<file path="src/rtl/id_stage.sv">
// -----------------------------------------------------------------------------
// id_stage -- instruction decode stage between fetch and EXE.
//
// Buffers fetch packets and decodes the head packet combinationally into
// register fields, an immediate and an instruction class.
//
// Configuration macro: ID_SKID_EN
//   defined   : 2-entry FIFO, in_ready registered (count_next < 2)
//   undefined : single entry, in_ready = ~out_valid | out_ready (combinational)
//
// Ports
//   clk        in   1   pipeline clock, rising edge
//   reset      in   1   asynchronous active-high reset
//   in_bus     in  64   fetch packet: [63:32] PC, [31:0] instruction
//   in_valid   in   1   fetch packet valid
//   in_ready   out  1   stage can accept a packet this cycle
//   flush      in   1   synchronous flush (branch redirect)
//   out_valid  out  1   head packet valid toward EXE
//   out_ready  in   1   EXE accepts head packet
//   out_pc     out 32   PC of head packet
//   out_inst   out 32   raw instruction of head packet
//   out_rd     out  5   inst[4:0]
//   out_rj     out  5   inst[9:5]
//   out_rk     out  5   inst[14:10]
//   out_imm    out 32   extended immediate
//   out_class  out  3   0 INVALID, 1 ALU_REG, 2 ALU_IMM, 3 LUI, 4 MEM, 5 BRANCH
// -----------------------------------------------------------------------------
module id_stage (
  input  logic        clk,
  input  logic        reset,
  input  logic [63:0] in_bus,
  input  logic        in_valid,
  output logic        in_ready,
  input  logic        flush,
  output logic        out_valid,
  input  logic        out_ready,
  output logic [31:0] out_pc,
  output logic [31:0] out_inst,
  output logic [4:0]  out_rd,
  output logic [4:0]  out_rj,
  output logic [4:0]  out_rk,
  output logic [31:0] out_imm,
  output logic [2:0]  out_class
);

  localparam int unsigned PKT_W = 64;
  localparam int unsigned XLEN  = 32;
  localparam int unsigned CLS_W = 3;

  localparam logic [CLS_W-1:0] CLS_INVALID = 3'd0;
  localparam logic [CLS_W-1:0] CLS_ALU_REG = 3'd1;
  localparam logic [CLS_W-1:0] CLS_ALU_IMM = 3'd2;
  localparam logic [CLS_W-1:0] CLS_LUI     = 3'd3;
  localparam logic [CLS_W-1:0] CLS_MEM     = 3'd4;
  localparam logic [CLS_W-1:0] CLS_BRANCH  = 3'd5;

  localparam logic [5:0] OP_JIRL = 6'h13;
  localparam logic [5:0] OP_B    = 6'h14;
  localparam logic [5:0] OP_BL   = 6'h15;
  localparam logic [5:0] OP_BNE  = 6'h17;

  logic             in_fire;
  logic             out_fire;
  logic [PKT_W-1:0] head_q;
  logic [PKT_W-1:0] head_d;

`ifdef ID_SKID_EN
  // ---------------------------------------------------------------------------
  // Two-entry FIFO: head_q is presented, tail_q waits behind it.
  // ---------------------------------------------------------------------------
  logic [1:0]       count_q;
  logic [1:0]       count_d;
  logic [PKT_W-1:0] tail_q;
  logic [PKT_W-1:0] tail_d;
  logic             in_ready_q;
  logic             in_ready_d;

  assign in_ready  = in_ready_q;
  assign out_valid = (count_q != 2'd0);
  assign in_fire   = in_valid & in_ready_q;
  assign out_fire  = out_valid & out_ready;

  // Next-state for occupancy and entry data.
  always_comb begin
    count_d = count_q;
    head_d  = head_q;
    tail_d  = tail_q;
    if (flush) begin
      // Same-cycle accept is dropped along with the held packets.
      count_d = 2'd0;
    end else begin
      case ({in_fire, out_fire})
        2'b10: begin
          if (count_q == 2'd0) head_d = in_bus;
          else                 tail_d = in_bus;
          count_d = count_q + 2'd1;
        end
        2'b01: begin
          if (count_q == 2'd2) head_d = tail_q;
          count_d = count_q - 2'd1;
        end
        2'b11: begin
          // Head leaves; new packet slots in behind whatever remains.
          if (count_q == 2'd2) begin
            head_d = tail_q;
            tail_d = in_bus;
          end else begin
            head_d = in_bus;
          end
        end
        default: ;
      endcase
    end
    in_ready_d = (count_d < 2'd2);
  end

  // State registers.
  always_ff @(posedge clk or posedge reset) begin
    if (reset) begin
      count_q    <= 2'd0;
      head_q     <= '0;
      tail_q     <= '0;
      in_ready_q <= 1'b1;
    end else begin
      count_q    <= count_d;
      head_q     <= head_d;
      tail_q     <= tail_d;
      in_ready_q <= in_ready_d;
    end
  end
`else
  // ---------------------------------------------------------------------------
  // Single entry: a packet may replace the head in the cycle it leaves.
  // ---------------------------------------------------------------------------
  logic valid_q;
  logic valid_d;

  assign out_valid = valid_q;
  assign in_ready  = ~valid_q | out_ready;
  assign in_fire   = in_valid & in_ready;
  assign out_fire  = out_valid & out_ready;

  // Next-state for the single entry.
  always_comb begin
    valid_d = valid_q;
    head_d  = head_q;
    if (flush) begin
      valid_d = 1'b0;
    end else if (in_fire) begin
      valid_d = 1'b1;
      head_d  = in_bus;
    end else if (out_fire) begin
      valid_d = 1'b0;
    end
  end

  // State registers.
  always_ff @(posedge clk or posedge reset) begin
    if (reset) begin
      valid_q <= 1'b0;
      head_q  <= '0;
    end else begin
      valid_q <= valid_d;
      head_q  <= head_d;
    end
  end
`endif

  // ---------------------------------------------------------------------------
  // Head decode.
  // ---------------------------------------------------------------------------
  logic [XLEN-1:0]  inst;
  logic [5:0]       op6;
  logic [CLS_W-1:0] cls_c;
  logic [XLEN-1:0]  imm_c;

  assign inst     = head_q[31:0];
  assign op6      = inst[31:26];
  assign out_pc   = head_q[63:32];
  assign out_inst = inst;
  assign out_rd   = inst[4:0];
  assign out_rj   = inst[9:5];
  assign out_rk   = inst[14:10];

  // Class and immediate from opcode fields.
  always_comb begin
    cls_c = CLS_INVALID;
    imm_c = '0;
    if (inst[31:15] == 17'h00020) begin
      cls_c = CLS_ALU_REG;
    end else if (inst[31:22] == 10'h00A) begin
      cls_c = CLS_ALU_IMM;
      imm_c = {{20{inst[21]}}, inst[21:10]};
    end else if (inst[31:25] == 7'h0A) begin
      cls_c = CLS_LUI;
      imm_c = {inst[24:5], 12'h000};
    end else if ((inst[31:22] == 10'h0A2) || (inst[31:22] == 10'h0A6)) begin
      cls_c = CLS_MEM;
      imm_c = {{20{inst[21]}}, inst[21:10]};
    end else if ((op6 >= OP_JIRL) && (op6 <= OP_BNE)) begin
      cls_c = CLS_BRANCH;
      // b/bl carry a 26-bit offset split as {inst[9:0], inst[25:10]}.
      if ((op6 == OP_B) || (op6 == OP_BL))
        imm_c = {{4{inst[9]}}, inst[9:0], inst[25:10], 2'b00};
      else
        imm_c = {{14{inst[25]}}, inst[25:10], 2'b00};
    end
  end

  assign out_class = cls_c;
  assign out_imm   = imm_c;

endmodule
</file>
<file path="config.mk">
export PLATFORM = sky130hd
export DESIGN_NAME = id_stage
export DESIGN_NICKNAME = d
export VERILOG_FILES = /design/src/rtl/id_stage.sv
export SDC_FILE = /design/constraint.sdc
export NUM_CORES = 1
export LEC_CHECK = 0
export CORE_MARGIN = 3
export CORE_UTILIZATION = 42
export DETAILED_ROUTE_END_ITERATION = 16
export PLACE_DENSITY = 0.83
export REMOVE_ABC_BUFFERS = 1
export SLEW_MARGIN = 20
export SYNTH_ARGS = -nofsm -noshare
export SYNTH_HDL_FRONTEND = slang
export SYNTH_SLANG_ARGS = --single-unit
</file>
<file path="constraint.sdc">
create_clock -name clk -period 5.6 [get_ports clk]
set_clock_uncertainty 0.05 [all_clocks]
set_input_delay 1.4 -clock clk [delete_from_list [all_inputs] [get_ports clk]]
set_output_delay 1.4 -clock clk [all_outputs]
set_load 0.02 [all_outputs]
</file>
# Yosys cells after proc, flatten, opt, wreduce, memory -nomap -nowiden

Cells that the tools add are included.

Register bits after elaboration: 65
Latch bits: 0
Memory bits (writable): 0
Memory bits (read-only): 0
Logic and storage cells: 35
Memories: 0

Add/subtract/negate cells: 0
Multiply operators: 0
Div/mod/pow operators: 0
Magnitude comparators: 2
Equal/unequal tests: 7
Shifts and indexed selects: 0
Multiplexer cells: 14
Bitwise logic cells: 5
Reduce and logical (&&, ||, !) cells: 5

Operator list:

| cell                  | count |
|---|---|
| $mux W32              | 6 |
| $eq A10 B8 Y1 const B | 2 |
| $eq A17 B6 Y1 const B | 1 |
| $mux W3               | 5 |
| $eq A6 B5 Y1 const B  | 2 |
| $eq A10 B4 Y1 const B | 1 |
| $eq A7 B4 Y1 const B  | 1 |
| $ge A6 B5 Y1 const B  | 1 |
| $le A6 B5 Y1 const B  | 1 |
| $mux W1               | 3 |
| $reduce_bool A3 Y1    | 1 |
| $and A1 B1 Y1         | 2 |
| $logic_or A1 B1 Y1    | 2 |
| $not A1 Y1            | 2 |
| $reduce_and A2 Y1     | 1 |
| $logic_and A1 B1 Y1   | 1 |
| $or A1 B1 Y1          | 1 |

# Depth between registers and ports, before layout

Gate-level depths: netlist of run 1.

Word-level depth: 8
Gate-level depth with buffers: 6

# Worst setup path after synthesis of run 1

OpenSTA, ideal clock, no wires.

Path type: register to output
From: reg head_q[27]
To: out out_imm[12]
Arrival: 1813 ps
Required time: 4150 ps
Setup slack: 2337 ps
Stages on the path, launching flop included: 5
Path buffers: 1
Cells stage by stage: dfrtp_1 > and4bb_1 > nand2_1 > buf_2 > a311oi_1

Cells in the longest elaborated chain, start to end: 7

Ends and longest elaborated chain:

| what                                                | line | source |
|---|---|---|
| from (decl)                                         | 64   | `logic [PKT_W-1:0] head_q;` |
| from (signal assigned)                              | 161  | `head_q <= '0;` |
| from (signal assigned)                              | 164  | `head_q <= head_d;` |
| $ge A6 B5 Y1 / $le A6 B5 Y1 (equally long branches) | 200  | `end else if ((op6 >= OP_JIRL) && (op6 <= OP_BNE)) begin` |
| $logic_and A1 B1 Y1                                 | 200  |  |
| $mux W32                                            | 200  |  |
| $mux W32                                            | 197  | `end else if ((inst[31:22] == 10'h0A2) \|\| (inst[31:22] == 10'h0A6)) begin` |
| $mux W32                                            | 194  | `end else if (inst[31:25] == 7'h0A) begin` |
| $mux W32                                            | 191  | `end else if (inst[31:22] == 10'h00A) begin` |
| $mux W32 *                                          | 189  | `if (inst[31:15] == 17'h00020) begin` |
| to (decl)                                           | 42   | `output logic [31:0] out_imm,` |

Every way passes the cells marked *; elsewhere a longest branch is shown, timed or not.

# Final worst setup path of run 1

From: reg head_q[22]
To: out out_imm[7]

Cells in the longest elaborated chain, start to end: 6

Ends and longest elaborated chain:

| what               | line |
|---|---|
| $eq A10 B8 Y1      | 197 |
| $logic_or A1 B1 Y1 | 197 |
| $mux W32           | 197 |
| $mux W32           | 194 |
| $mux W32           | 191 |
| $mux W32 *         | 189 |

Marks and branches as above.

==> run summary, run 1 <==
======================================================================================
CP bufs+invs                                                                         1
Final worst slack                                                              1.03 ns
Library cell contributing the largest single delay on the critical path   clkdlybuf4s50_1
Unrepaired setup endpoints after global routing                                  false
Antenna Cells                                                                        0
Clock root cell                                                               clkbuf_8
Maximum net fanout on the critical path                                             12
Share of synthesized registers carrying an async set or reset                     100%
Data required time of the worst path                                           4.15 ns
Startpoint type of the worst setup path                                           flop
Most used DFF post-synth                                                       dfrtp_1
Initial core utilization                                                         44.5%
Bufs on Longest Clock Path                                                           2
Worst ir drop on vdd                                                          0.197 mV
Clock H-tree levels                                                                  3
Largest delay contributor family on the critical path                     simple AND/OR/NAND/NOR gates
Post-Synthesis Cell Area                                                      3330 µm²
Hold_ws                                                                       0.457 ns
Die Footprint                                                                 9040 µm²
CTS-repair resized insts                                                             0
Headroom to the max-slew limit                                                   39.0%
Number of max-cap violations                                                         0
Count of cells along the worst hold path                                             1
Syn_area_per_cell                                                             12.4 µm²
Number of buffers created by CTS                                                     9
Post-detailed-placement half-perimeter wirelength                              7210 µm
Final worst path period share                                                    81.6%
Post-CTS setup buffers                                                               0
Critical path cell sequence                                               nor3_4 -> nand4_1 -> nand2_1 -> a22o_2 -> clkdlybuf4s50_1
CP arrival                                                                     3.12 ns
Core Footprint                                                                7490 µm²
Number of detailed-routing iterations run before antenna repair                      4
TritonCTS clock tree                                                               yes
Total of warnings raised by yosys                                                    0
Pin count of the biggest net entering global routing                                66
Count of final max-slew check failures                                               0
Leak pwr                                                                    0.00212 µW
GR Util All Layers                                                               22.0%
Final Setup Violations                                                               0
Global-route wire length before repair                                        15200 µm
Endpoints failing hold                                                               0
Setup TNS                                                                         0 ns
Type of the worst setup path                                              flop to output pin
Sum of internal, switching and leakage power                                   1670 µW
Vias in the first global route                                                    3039
Drt first-iter violations                                                          138
Most common library cell in the layout ignoring fill and taps             clkdlybuf4s50_1
Average wire per standard cell                                                 18.4 µm
Mapped Cells                                                                       268
Register Area                                                                 1630 µm²
Clock insertion delay at the later pin of the skew report                      0.33 ns
Top Ports                                                                          185
Sequential element share of the synthesized area                                 48.8%
Routability cong.                                                                0.989
Count of nets after finishing                                                      503
CTS Hold Buffers Added                                                               0
Clock-pin slew on the worst setup and hold paths                               0.07 ns
Drt via density                                                                   5.41
Fillcell total                                                                     561
Count of unique library cells instantiated by Yosys                                 42
Pwr Density                                                                 315 nW/µm²
Class of the tightest hold or removal check                               flop to flop
Via count                                                                         2906
Number of antenna violations at the first check in global routing                    0
Sum of overflow across all layers after global routing                               0
Post-layout minimum cycle time                                                 4.57 ns
Number of stages on the worst setup path                                             5
Number of cell rows                                                                 31
Layout overhead on the synthesized area                                          59.5%
Share of post-route cells with drive strength above 1                            22.6%
Routed wire length                                                             9900 µm
Sink count of the clock tree                                                        65
Floorplan die height                                                           95.1 µm
Drt drc                                                                              0
Footprint of the multi-input gates                                            1500 µm²
Kind of end point of the critical path                                      output pin
Slowest stage delay, CP                                                        0.63 ns
Post-route antenna net violation count                                               0
Yosys reg bits                                                                      65
Measured slew at the worst slew-check pin                                     0.913 ns
Outcome                                                                   complete, no violations
Most frequent cells in the layout                                         184 x clkdlybuf4s50_1, 65 x dfrtp_1, 64 x mux2_2
Number of flops mapped to enable cells by yosys                                      0
Highest Clock Rate                                                             219 MHz
Pre-CTS worst setup slack                                                      1.46 ns
Die Wd                                                                         95.1 µm
Cells on worst reg2reg path                                                          4
Count of buffers from port buffering                                               184
======================================================================================
==> cells by family (layout without fill, tap and decap cells) <==
group	count (synthesis)	count (layout)	synth area share, %
muxes	64	64	21.6
DFF	65	65	48.8
and+or+nand+nor	49	49	8.75
AOI/OAI and AO/OA	56	56	14.5
buffers and inverters	34	204	6.38
==> worst register-to-register path, delay by kind of cell, from the launching register on <==
kind / cells / cell delay, ns
muxes: 1 / 0.46
buffers and inverters: 1 / 0.66
and+or+nand+nor: 2 / 0.32
DFF: 1 / 0.38
==> cell type report <==
class	count	share of cell area, %
tap	99	2.33
clock buffer	12	2.92
timing repair buffer	187	35.1
clock inverter	3	0.753
sequential	65	30.6
inverter	2	0.141
multi-input combinational	169	28.2
==> through the flow <==
step / instances / area [µm²] / util, %
after detailed placement: 522 / 5120 / 68.4
after CTS: 537 / 5320 / 71.0
after global placement: 522 / 5120 / 68.4
after global routing: 537 / 5320 / 71.0
after floorplan: 236 / 3130 / -
final: 537 / 5320 / 71.0
==> routing by layer <==
metal	vias to the layer above	global-route usage, %	share of wire [%]
met5	-	0	0
met4	0	8.29	1.2
met3	15	7.97	10
met2	135	37.6	52
met1	1441	25.1	37
li1	1315	-	-
==> where the power goes <==
group	internal (µW)	total, µW	switching [µW]	leakage (µW)
registers	549	638	89.6	0.000765
logic	339	637	298	0.00125
clock network	226	397	171	0.000102
==> registers in the layout (all words and copies together) (netlist names) <==
register   count
head_q        64
out_valid      1
==> synthesized netlist by cell type (3+ instances only) <==
library cell  number  area share (%)
o221a_1            3             1.0
nand2_1           17             1.9
nor2_1             9             1.0
a21oi_1           18             2.7
buf_4             16             3.6
dfrtp_1           65              49
o221a_4            5             3.0
nand3_1            3            0.45
mux2_2            64              22
buf_2             13             2.0
and2_1             3            0.56
o22ai_1            4            0.75
a311oi_1           5             1.3
a22o_1             8             2.1
==> final timing paths <==
path | slack [ns] | startpoint | end
max in group asynchronous | 3.38 | reset | head_q[2]
min in group asynchronous | 1.58 | reset | head_q[36]
worst min-delay path | 0.46 | head_q[40] | head_q[40]
worst min register to register | 0.46 | head_q[40] | head_q[40]
worst max register to register | 3.61 | out_valid | head_q[38]
worst max-delay path | 1.03 | head_q[22] | out_imm[7]
Power figures use the tool's default switching activity.
==> run 2, diff against run 1 <==
Settings changed: CORE_UTILIZATION 42 to 39, PLACE_DENSITY 0.83 to 0.78.
Clock period 5.6 ns to 4.5 ns, I/O delays scaled along.
==> run summary, run 2 (same netlist as run 1, synthesis figures left out) <==
======================================================================================
Kind of end point of the critical path                                      output pin
Largest register by flop count                                                  head_q
Class of the tightest hold or removal check                               flop to flop
Number of detailed-routing iterations run before antenna repair                      4   unchanged
Via count                                                                         2925   +0.65%
Measured slew at the worst slew-check pin                                     0.924 ns   +0.0118 ns
Post-placement cell count                                                          530   +1.5%
Data required time of the worst path                                           3.32 ns   -0.83 ns
Initial core utilization                                                         40.4%   -4.2 points
Number of max-cap violations                                                         0   unchanged
RR Endpoint                                                                 head_q[45]
Sum of overflow across all layers after global routing                               0   unchanged
Clock-pin slew on the worst setup and hold paths                               0.07 ns   about the same
Worst ir drop on vdd                                                          0.217 mV   +10%
CP bufs+invs                                                                         1   unchanged
GR Util All Layers                                                               20.5%   -1.5 points
CTS-repair resized insts                                                             0   unchanged
Post-CTS setup buffers                                                               0   unchanged
Pin count of the biggest net entering global routing                                65   -1.5%
Count of cells along the worst hold path                                             1   unchanged
Post-route antenna net violation count                                               0   unchanged
Endpoints failing hold                                                               0   unchanged
Drt drc                                                                              0   unchanged
Library cell contributing the largest single delay on the critical path   clkdlybuf4s50_1
Core Footprint                                                                8260 µm²   +10%
Routed wire length                                                             9850 µm   -0.43%
Routability cong.                                                                0.880   -11%
Register-to-Register Setup Slack                                               2.52 ns   -1.09 ns
Unrepaired setup endpoints after global routing                                  false
Final worst path period share                                                    90.4%
Type of the worst setup path                                              flop to output pin
Count of nets after finishing                                                      505   +0.40%
Slowest stage delay, CP                                                        0.66 ns   +0.03 ns
Number of buffers created by CTS                                                     9   unchanged
Startpoint type of the worst setup path                                           flop
Final Setup Violations                                                               0   unchanged
Final worst slack                                                             0.434 ns   -0.594 ns
Max reg flops                                                                       64   unchanged
Bufs on Longest Clock Path                                                           2   unchanged
Finished Layout Cells                                                              546   +1.7%
Sink of the worst hold path                                                 head_q[49]
Antenna Cells                                                                        0   unchanged
Average wire per standard cell                                                 18.0 µm   -2.1%
Critical path cell sequence                                               nor3_2 -> nand2_1 -> a311oi_1 -> clkdlybuf4s50_1
Post-layout minimum cycle time                                                 4.07 ns
Pwr Density                                                                 378 nW/µm²   +20%
Count of buffers from port buffering                                               184   unchanged
Number of cell rows                                                                 33   +6.5%
CP arrival                                                                     2.89 ns   -0.23 ns
Share of post-route cells with drive strength above 1                            23.1%   +0.53 points
Largest delay contributor family on the critical path                     simple AND/OR/NAND/NOR gates
Headroom to the max-slew limit                                                   38.2%   -0.79 points
Clock root cell                                                               clkbuf_8
Leak pwr                                                                    0.00211 µW   -0.54%
Number of antenna violations at the first check in global routing                    0   unchanged
Drt first-iter violations                                                           86   -38%
Beginning of the worst hold path                                            head_q[49]
Cells on worst reg2reg path                                                          4   unchanged
Clock insertion delay at the later pin of the skew report                      0.33 ns   about the same
Top Ports                                                                          185   unchanged
Die Footprint                                                                 9690 µm²   +7.2%
Outcome                                                                   complete, no violations
CTS Hold Buffers Added                                                               0   unchanged
Global-route wire length before repair                                        15800 µm   +3.5%
Highest Clock Rate                                                             246 MHz
Drt via density                                                                   5.36   -1.0%
Count of final max-slew check failures                                               0   unchanged
Vias in the first global route                                                    2962   -2.5%
Floorplan die height                                                           98.5 µm   +3.5%
Pre-CTS worst setup slack                                                     0.823 ns   -0.637 ns
Most common library cell in the layout ignoring fill and taps             clkdlybuf4s50_1
Fillcell total                                                                     649   +16%
Clock H-tree levels                                                                  3   unchanged
TritonCTS clock tree                                                               yes
Post-detailed-placement half-perimeter wirelength                              7250 µm   +0.48%
Most frequent cells in the layout                                         184 x clkdlybuf4s50_1, 65 x dfrtp_1, 64 x mux2_2
Die Wd                                                                         98.5 µm   +3.5%
FF-to-FF Start                                                               out_valid
Maximum net fanout on the critical path                                             26   +14
Layout overhead on the synthesized area                                          59.2%
Sink count of the clock tree                                                        65   unchanged
======================================================================================
run 2: cell types whose count changed in the layout (fill, tap and decap cells not counted):
cell / before / now
clkinv_2: 2 / 4
clkinvlp_4: 0 / 2
clkbuf_8: 11 / 9
buf_4: 3 / 5
bufinv_16: 1 / 0
run 2: how the worst max path moves through the flow:
stage,slack [ns],from,cells after the start,endpoint
global route,0.18,head_q[25],4,out_imm[16]
floorplan,-2.14,out_ready,3,head_q[0]
global placement,0.91,head_q[25],4,out_imm[17]
CTS,0.44,head_q[25],4,out_imm[14]
detailed placement,0.82,head_q[25],4,out_imm[14]
finish,0.43,head_q[25],4,out_imm[12]
run 2: area by class of cell:
type	instances	area (µm²)	share of cell area, %
timing repair buffer	189	1880	35.4
tap	105	131	2.48
inverter	2	7.51	0.141
clock buffer	10	128	2.41
multi-input combinational	169	1500	28.2
clock inverter	6	35.0	0.660
sequential	65	1630	30.7
run 2: stage by stage:
stage	power [µW]	hold WS, ns	setup TNS (ns)	util, %	instance area (µm²)
2_1_floorplan	1170	0.586	-137.10	-	3130
3_3_place_gp	1590	0.439	0	62.3	5140
3_5_place_dp	1600	0.445	0	62.3	5140
4_1_cts	2030	0.461	0	64.3	5310
5_1_grt	2110	0.473	0	64.3	5310
6_report	2010	0.455	0	64.3	5310
run 2: worst register-to-register path: cells and delay by family, from the launching register on:
| kind | cells | cell delay (ns) |
|---|---|---|
| buffers and inverters | 1 | 0.66 |
| multiplexers | 1 | 0.46 |
| flip-flops | 1 | 0.37 |
| AND/OR/NAND/NOR | 2 | 0.33 |
run 2: report_power, final:
| group | switching [µW] | internal (µW) | total (µW) |
|---|---|---|---|
| sequential | 115 | 683 | 797 |
| combinational | 367 | 422 | 789 |
| clock | 224 | 196 | 419 |
run 2: metal layers:
| metal | share of wire [%] | global-route usage [%] | wire length (µm) | vias to the layer above |
|---|---|---|---|---|
| li1 | - | - | - | 1318 |
| met1 | 40 | 25.4 | 3950 | 1439 |
| met2 | 49 | 33.4 | 4800 | 152 |
| met3 | 9.6 | 7.15 | 950 | 16 |
| met4 | 1.5 | 6.83 | 148 | 0 |
| met5 | 0 | 0 | 0 | - |
==> run 3, diff against run 2 <==
Settings changed: CORE_MARGIN 3 to default, CTS_CLUSTER_SIZE from default to 10, HOLD_SLACK_MARGIN from default to 0.08.
==> run summary, run 3 (same netlist as run 1, synthesis figures left out) <==
======================================================================================
Outcome                                                                   complete, no violations
Number of max-cap violations                                                         0   unchanged
Global-route wire length before repair                                        15200 µm   -3.7%
Die Wd                                                                         94.5 µm   -4.1%
Count of buffers from port buffering                                               184   unchanged
Data required time of the worst path                                           3.32 ns   about the same
Routability cong.                                                                0.882   +0.18%
Register-to-Register Setup Slack                                               2.48 ns   -0.04 ns
Finished Layout Cells                                                              546   unchanged
Measured slew at the worst slew-check pin                                     0.820 ns   -0.104 ns
Vias in the first global route                                                    2944   -0.61%
Sequential cell fraction of total power                                          37.3%   -2.4 points
Slowest stage delay, CP                                                        0.68 ns   +0.02 ns
CP arrival                                                                     2.94 ns   +0.05 ns
Bufs on Longest Clock Path                                                           2   unchanged
Critical path cell sequence                                               nor2_1 -> and3_1 -> a21oi_1 -> a311oi_1 -> clkdlybuf4s50_1
Final Setup Violations                                                               0   unchanged
Share of post-route cells with drive strength above 1                            23.4%   +0.23 points
Post-layout minimum cycle time                                                 4.12 ns   +0.0503 ns
Combinational group share of total power                                         36.9%   -2.4 points
Drt first-iter violations                                                           84   -2.3%
Pwr Density                                                                 397 nW/µm²   +5.1%
Sum of overflow across all layers after global routing                               0   unchanged
FF-to-FF Start                                                               out_valid
CTS-repair resized insts                                                             0   unchanged
Pin count of the biggest net entering global routing                                65   unchanged
Antenna Cells                                                                        0   unchanged
Core Footprint                                                                8260 µm²   unchanged
Post-route antenna net violation count                                               0   unchanged
Fillcell total                                                                     667   +2.8%
Class of the tightest hold or removal check                               flop to flop
Initial core utilization                                                         40.4%   unchanged
Startpoint type of the worst setup path                                           flop
Layout overhead on the synthesized area                                          60.9%
Worst ir drop on vdd                                                          0.207 mV   -4.4%
Kind of end point of the critical path                                      output pin
Post-CTS setup buffers                                                               0   unchanged
Sum of internal, switching and leakage power                                   2130 µW   +6.2%
Footprint of the multi-input gates                                            1500 µm²   unchanged
Headroom to the max-slew limit                                                   45.3%   +7.1 points
Hold_ws                                                                       0.459 ns   +0.00379 ns
Library cell contributing the largest single delay on the critical path   clkdlybuf4s50_1
GR Util All Layers                                                               22.3%   +1.9 points
Count of final max-slew check failures                                               0   unchanged
Register Area                                                                 1630 µm²   unchanged
Non-Filler Cell Area, Final                                                   5360 µm²   +1.1%
Unrepaired setup endpoints after global routing                                  false
Sink of the worst hold path                                                 head_q[36]
Net switching component of the power                                            715 µW   +1.4%
Top Ports                                                                          185   unchanged
Largest register by flop count                                                  head_q
Number of cell rows                                                                 33   unchanged
Endpoints failing hold                                                               0   unchanged
Via count                                                                         2866   -2.0%
Clock H-tree levels                                                                  3   unchanged
Highest Clock Rate                                                             243 MHz   -1.2%
Die Footprint                                                                 8920 µm²   -8.0%
Routed wire length                                                             9690 µm   -1.6%
Floorplan die height                                                           94.5 µm   -4.1%
Average wire per standard cell                                                 17.7 µm   -1.6%
Clock-pin slew on the worst setup and hold paths                               0.07 ns   about the same
Drt drc                                                                              0   unchanged
Max reg flops                                                                       64   unchanged
Count of cells along the worst hold path                                             1   unchanged
Number of detailed-routing iterations run before antenna repair                      4   unchanged
Beginning of the worst hold path                                            head_q[36]
CTS Hold Buffers Added                                                               0   unchanged
TritonCTS clock tree                                                               yes
Final worst path period share                                                    91.5%   +1.1 points
Post-detailed-placement half-perimeter wirelength                              7040 µm   -2.9%
Cells on worst reg2reg path                                                          4   unchanged
RR Endpoint                                                                 head_q[11]
Standard cell area after detailed placement                                   5140 µm²   unchanged
Type of the worst setup path                                              flop to output pin
Number of antenna violations at the first check in global routing                    0   unchanged
Drt via density                                                                   5.25   -2.0%
Most common library cell in the layout ignoring fill and taps             clkdlybuf4s50_1
Count of nets after finishing                                                      505   unchanged
Clock root cell                                                               clkbuf_8
Maximum net fanout on the critical path                                             16   -38%
Most frequent cells in the layout                                         184 x clkdlybuf4s50_1, 65 x dfrtp_1, 64 x mux2_2
Sink count of the clock tree                                                        65   unchanged
Clock insertion delay at the later pin of the skew report                      0.33 ns   about the same
Leak pwr                                                                    0.00213 µW   +1.3%
Int Pwr                                                                        1420 µW   +8.9%
Number of buffers created by CTS                                                     9   unchanged
Post-placement cell count                                                          530   unchanged
Clock Power Share                                                                25.7%   +4.8 points
Sw Ratio                                                                         33.6%   -1.6 points
======================================================================================
[run 3: critical path: cells and delay by family (launching register included)]
kind | cells | cell delay, ns
buf+inv | 1 | 0.68
flops | 1 | 0.42
simple gates | 2 | 0.96
compound gates | 2 | 0.54
[run 3: metal layers]
metal,share of wire [%],track usage (%),vias to the layer above,wire length [µm]
li1,-,-,1314,-
met1,40,27.8,1392,3900
met2,50,37.0,152,4800
met3,9.5,8.13,8,921
met4,0.72,5.43,0,70
met5,0,0,-,0
[run 3: how the worst max path moves through the flow]
stage,slack [ns],end,cells after the start,start
after floorplan,-2.14,head_q[0],3,out_ready
after global placement,0.90,out_imm[24],5,head_q[18]
after detailed placement,0.83,out_imm[24],5,head_q[18]
after CTS,0.43,out_imm[24],5,head_q[18]
after global routing,0.28,out_imm[24],5,head_q[18]
final,0.38,out_imm[14],5,head_q[29]
[run 3: area by class of cell]
cell class	instances	share of cell area, %
clock buffers	9	2.31
multi-input cells	169	28.0
well taps	105	2.45
repair buffers	189	35.0
flip-flops and latches	65	30.3
clock inverters	7	1.77
inverters	2	0.140
[run 3: stage by stage]
| stage | setup WS [ns] | utilization (%) | TNS, ns |
|---|---|---|---|
| global placement | 0.899 | 62.3 | 0 |
| CTS | 0.426 | 64.9 | 0 |
| global route | 0.276 | 64.9 | 0 |
| floorplan | -2.14 | - | -137.10 |
| detailed placement | 0.833 | 62.3 | 0 |
| finish | 0.384 | 64.9 | 0 |
[run 3: power groups by stage]
stage / combinational (µW) / clock, µW / sequential (µW)
after floorplan: 237 / 0 / 935
after global placement: 782 / 0 / 800
after detailed placement: 791 / 0 / 806
after CTS: 794 / 562 / 796
after global routing: 832 / 593 / 811
final: 788 / 549 / 795
